File: config.mk
export PLATFORM = sky130hd
export DESIGN_NAME = demux_1to5
export DESIGN_NICKNAME = d
export VERILOG_FILES = /design/src/rtl/demux_1to5.sv
export SDC_FILE = /design/constraint.sdc
export NUM_CORES = 1
export LEC_CHECK = 0
export BUFFER_PORTS_ARGS = -buffer_cell sky130_fd_sc_hd__buf_4
export CORE_MARGIN = 4
export CORE_UTILIZATION = 40
export CTS_CLUSTER_SIZE = 24
export DETAILED_ROUTE_END_ITERATION = 10
export MAX_ROUTING_LAYER = met4
export PLACE_DENSITY = 0.73
export SLEW_MARGIN = 5
export SYNTH_ARGS = -nofsm -noshare
export SYNTH_HDL_FRONTEND = slang
export SYNTH_SLANG_ARGS = --single-unit
File: constraint.sdc
create_clock -name clk -period 2.3 [get_ports clk]
set_clock_uncertainty 0.1 [all_clocks]
set_input_delay 0.115 -clock clk [delete_from_list [all_inputs] [get_ports clk]]
set_output_delay 0.115 -clock clk [all_outputs]
set_load 0.02 [all_outputs]
File: src/rtl/demux_1to5.sv
// One-to-five demultiplexer. Each output channel is a one-word EMPTY/FULL buffer with a valid/ack handshake.
// The optional saturating invalid-select drop counter (err_cnt) is built only when DEMUX_ERR_CNT_EN is defined.
module demux_1to5 #(
   parameter int WIDTH = 32
) (
   input  logic             clk,
   input  logic             reset,
   input  logic [WIDTH-1:0] in_data,
   input  logic [2:0]       in_sel,
   input  logic             in_valid,
   output logic             in_ready,
   output logic [WIDTH-1:0] out1,
   output logic [WIDTH-1:0] out2,
   output logic [WIDTH-1:0] out3,
   output logic [WIDTH-1:0] out4,
   output logic [WIDTH-1:0] out5,
   output logic [4:0]       out_valid,
   input  logic [4:0]       out_ack,
`ifdef DEMUX_ERR_CNT_EN
   output logic             sel_err,
   output logic [7:0]       err_cnt
`else
   output logic             sel_err
`endif
);

   typedef enum logic {
      EMPTY = 1'b0,
      FULL  = 1'b1
   } chanState_t;

   chanState_t       r_state [5];
   logic [WIDTH-1:0] r_data  [5];
   logic             r_selErr;

   logic [4:0] w_selOneHot;
   logic [4:0] w_full;
   logic [4:0] w_write;
   logic       w_selValid;
   logic       w_ready;
   logic       w_xfer;
   logic       w_drop;

   always_comb begin
      w_selOneHot = '0;
      w_full      = '0;
      for (int k = 0; k < 5; k++) begin
         w_selOneHot[k] = (in_sel == 3'(k));
         w_full[k]      = (r_state[k] == FULL);
      end
   end

   // A full channel can still accept when its consumer drains it in the same cycle.
   assign w_selValid = |w_selOneHot;
   assign w_ready    = w_selValid ? |(w_selOneHot & (~w_full | out_ack)) : 1'b1;
   assign w_xfer     = in_valid & w_ready;
   assign w_write    = w_selOneHot & {5{w_xfer}};
   assign w_drop     = w_xfer & ~w_selValid;

   always_ff @(posedge clk) begin
      if (reset) begin
         for (int k = 0; k < 5; k++) begin
            r_state[k] <= EMPTY;
            r_data[k]  <= '0;
         end
         r_selErr <= 1'b0;
      end else begin
         for (int k = 0; k < 5; k++) begin
            if (w_write[k]) begin
               r_state[k] <= FULL;
               r_data[k]  <= in_data;
            end else if (out_ack[k]) begin
               r_state[k] <= EMPTY;
            end
         end
         r_selErr <= w_drop;
      end
   end

`ifdef DEMUX_ERR_CNT_EN
   logic [7:0] r_errCnt;

   always_ff @(posedge clk) begin
      if (reset) begin
         r_errCnt <= '0;
      end else if (w_drop && (r_errCnt != 8'hFF)) begin
         r_errCnt <= r_errCnt + 8'd1;
      end
   end

   assign err_cnt = r_errCnt;
`endif

   assign in_ready  = w_ready;
   assign out_valid = w_full;
   assign out1      = r_data[0];
   assign out2      = r_data[1];
   assign out3      = r_data[2];
   assign out4      = r_data[3];
   assign out5      = r_data[4];
   assign sel_err   = r_selErr;

endmodule
# Word-level counts from Yosys, hierarchy flattened
# Memory sizes are Yosys's and may differ from the RTL's.
# Index checks and enable logic that the tools add are counted.
# Widths: inputs -> output; s select.
[totals] regBits=1 ramBits=165 input_bits=43 out_inout_bits=167 elab_cells=85 n_memories=2
[mem_list] memory="r_data" depth=5 width=32 read_ports=5 rd_clocked_by_memory_dff=0 wr=5 line="33" source="logic [WIDTH-1:0] r_data [5];"
[mem_list] memory="r_state" depth=5 width=1 read_ports=5 rd_clocked_by_memory_dff=0 wr=5 line="32" source="chanState_t r_state [5];"
[classes] n_eq_ne=4 n_mux=53 n_bitwise=22 reduce_logical=3
[ops] op="$mux 32" count=5
[ops] op="$mux 1" count=48
[ops] op="$or 1x1->1" count=15
[ops] op="$and 5x5->5" count=2
[ops] op="$reduce_or 5->1" count=2
[ops] op="$eq 3x2->1 const B" count=2
[ops] op="$not 5->5" count=1
[ops] op="$or 5x5->5" count=1
[ops] op="$eq 3x1->1 const B" count=1
[ops] op="$eq 3x3->1 const B" count=1
[ops] op="$logic_not 3->1" count=1
[ops] op="$and 1x1->1" count=2
[ops] op="$not 1->1" count=1

# Longest topological paths before layout
[depth] depth_word=12 mapped_depth=6 ltp_nobuf=4

# Worst setup path after synthesis
# Ideal clock, no wire load.
[synth_timing] path_kind="in2reg" startpoint="in in_sel[2]" endpoint="mem r_data[4][0] (netlist: r_data[0][128]) (enable)" setup_ns=0.390 arrival_time_ns=1.919 required_time_ns=1.810 slack_ns=-0.109 cell_stages=6 n_path_buf=2 path_cell_list="buf_2 nor3b_1 o21ai_0 nand3_2 buf_6 a41o_1"
[synth_rtl] element="from (decl)" line="9" source="input logic [2:0] in_sel,"
[synth_rtl] element="to (decl)" line="33"

==> results.md <==
- Hold slack: roughly 0.0098 ns
- Sw Pwr: 1.59 mW
- RSZ-0062 raised after global routing: false
- DRT Pass-1 Iters: 4
- # rows: 42
- Number of I/O pins: 210
- R2R Setup Slk: approximately 0.13 ns
- RR Startpoint: r_state[4]$_SDFFE_PP0P_
- Peak Freq: around 0.45 GHz
- Post-DP Area: about 0.0076 sq mm
- Fin util: 0.629
- Port bufs: 209
- Vias/cell: approximately 4.8
- Register area: about 0.005 sq mm
- Setup-failing EPs final: 0
- First-pass GRT wire length: a little over 20000 um
- Setup TNS: 0 ns
- Slew @ Worst Pin: between 0.4 and 0.5 ns
- Design area: ~0.0085 sq mm
- Worst-path clk slew: ~0.060 ns
- Number of global-route vias before repair: 3559
- WHS Endpoint: r_data[0][142]$_DFFE_PP_
- Synthesis Warnings: 0
- DIE AREA: 0.0159 sq mm
- DRT Wirelength: ~14000 um
- Startpoint Class: input pin
- Area delta synth->final: 51.4%
- Post-synth EDFFs: approximately 160
- Routed WL per cell: 19.0 um
- First-iteration detailed-routing DRC count: between 150 and 200
- Worst Hold Launch: in_data[14]
- Crit path DAT: approximately 2.3 ns
- Die Width: between 100 and 150 um
- Setup CP Type: in -> reg
- Initial Util: 0.415
- Final hold vios: 0
- Core ar.: about 0.013 sq mm
- DP Wirelength: 9470 um
- # fillers: between 900 and 1000
- Commonest non-fill, non-tap cell in the layout: buf_4
- Relative slew slack: 0.722
- MaxCap Viol Count: 0
- Pwr dens: between 800 and 900 mW/mm^2
- # Post-CTS Setup Buffers: 0
- Cell count of the worst reg-to-reg path: 5
- Ys flop type: edfxtp_1
- Crit Path Max Fanout: 16
- Gr usage total: 0.177
- Die Y: 126 um
- Final #Nets: approximately 570
- Grt met3 use: 0.0673
- Combinational fraction of design power: 0.110
- DRC Markers: 0
- Routed vias: 3425
- Share of cells above drive strength 1: 0.502
- GRT overflow: 0
- Final period util: 0.972
- Sequential Power Share: 0.514
- Critical Path End Type: flop
- Largest net degree at the start of global routing: 19
- Met2 GRT Util: 0.279
- Area of the multi-input gates: 558 sq um
- VDD IR max: between 400 and 500 uV
- TritonCTS Buffers: 17
- Global placer's final weighted congestion: 0.881
- Register area share after synthesis: 0.889
- Register bit total from synthesis: roughly 170
- CTS root buf: clkbuf_16
- Status: completed
- Mapped Cells: about 260
- FF-to-FF End: r_data[0][136]$_DFFE_PP_
- Clk sinks: approximately 170
- Met1 global-route usage: 0.211
- Worst Path Required: ~2.4 ns
- CTS tree: yes
- Class of the worst hold path: in -> reg
- Switching share of power: 0.230
- Post-DRT Antenna Nets: 0
- Most frequent cells in the layout: 217 x buf_4, 164 x edfxtp_1, 34 x dlygate4sd3_1
- Ant. Diodes: 0
- Post-route minimum period: 2.24 ns
- Int Pwr: approximately 5.3 mW
- Htree depth: 4
- Leakage: 3.55 nW
- Gr busiest metal: met2
- Hold depth: 2
- Pins over their slew limit: 0
- Later-pin clock latency in the skew report: between 0.4 and 0.5 ns
- Initial antenna violation count: 0
- Clk buf depth: 2
- Mapped Nets: about 300
- Post-synth ARST share: 0
- Cell Area, Synth: 0.00559 sq mm
- Synth cell types: 35
- Clock Power Share: 0.377
- Avg Inst Size Synth: 21.6 sq um
==> worst max-delay path by stage <==
stage	end	depth (start not counted)	from	slack, ns
5_1_grt	r_data[0][133]$_DFFE_PP_	7	out_ack[4]	0.02
4_1_cts	r_data[0][70]$_DFFE_PP_	7	in_sel[2]	0.02
2_1_floorplan	r_data[0][128]$_DFFE_PP_	5	r_state[4]$_SDFFE_PP0P_	0.18
3_5_place_dp	r_data[0][80]$_DFFE_PP_	6	in_sel[2]	0.12
6_report	r_data[0][136]$_DFFE_PP_	7	out_ack[4]	0.06
3_3_place_gp	r_data[0][131]$_DFFE_PP_	6	in_sel[1]	0.19
==> worst max-delay path, stage by stage <==
cell and delay (ns):
dlygate4sd3_1 0.54, buf_4 0.13, or4b_1 0.48, a22oi_2 0.17
nand3_2 0.27, a41o_2 0.42, buf_12 0.17
==> routing by layer <==
layer	vias up	share of wire
li1	1548	-
met1	1692	0.39
met2	167	0.50
met3	18	0.087
met4	0	0.016
met5	-	0
==> what timing repair did <==
action	CTS	global route
hold endpoints to repair	133	0
endpoints found under the setup margin	0	161
resized for setup	0	1
hold buffers	34	0
==> cells in the mapped netlist, drive strengths merged, types with 2 or more instances <==
library cell / count / area [sq um]
a21oi: 2 / 10.0
a22oi: 2 / 20.0
a311o: 4 / 42.5
a31o: 6 / 52.6
a32oi: 2 / 17.5
and2: 32 / 200
buf: 7 / 53.8
clkbuf: 5 / 22.5
dfxtp: 2 / 40.0
edfxtp: 164 / 4920
inv: 2 / 7.51
nand2: 2 / 7.51
nand2b: 4 / 25.0
nand3: 3 / 20.0
nor2: 3 / 11.3
nor2b: 2 / 12.5
nor3b: 2 / 15.0
o21ai: 3 / 15.0
==> metrics by stage <==
| step | cells | total power [mW] | worst slack (ns) |
|---|---|---|---|
| after global routing | 714 | 7.19 | 0.0219 |
| after CTS | 714 | 6.97 | 0.0240 |
| after detailed placement | 648 | 4.33 | 0.115 |
| after floorplan | 258 | 3.93 | 0.180 |
| after global placement | 648 | 4.32 | 0.192 |
| final | 714 | 6.91 | 0.0645 |
==> logic make-up (layout without fill, tap and decap cells) <==
family / after synthesis / in the layout / synth area share
AOI/OAI and AO/OA: 24 / 24 / 0.0354
adders and majority gates: 1 / 1 / 0.00179
buffers and inverters: 14 / 294 / 0.0150
DFF: 166 / 166 / 0.889
and+or+nand+nor: 53 / 53 / 0.0589
==> sequential cells by signal (all words and copies together), names as in the netlist <==
| signal | flops |
|---|---|
| r_state | 5 |
| sel_err | 1 |
| r_data | 160 |
==> layout make-up <==
| class | count | area share |
|---|---|---|
| Clock inverter | 14 | 0.0151 |
| Sequential cell | 166 | 0.587 |
| Inverter | 2 | 0.000888 |
| Tap cell | 176 | 0.0260 |
| Timing Repair Buffer | 260 | 0.254 |
| Clock buffer | 18 | 0.0507 |
| Multi-Input combinational cell | 78 | 0.0660 |
==> power groups by stage <==
stage | Combinational, mW | Sequential (mW) | Clock (mW)
detailed placement | 0.716 | 3.61 | 0
global placement | 0.702 | 3.61 | 0
global route | 0.799 | 3.56 | 2.83
finish | 0.757 | 3.55 | 2.60
floorplan | 0.151 | 3.78 | 0
CTS | 0.763 | 3.55 | 2.65
Note: power is estimated with default switching activity, not from simulation.
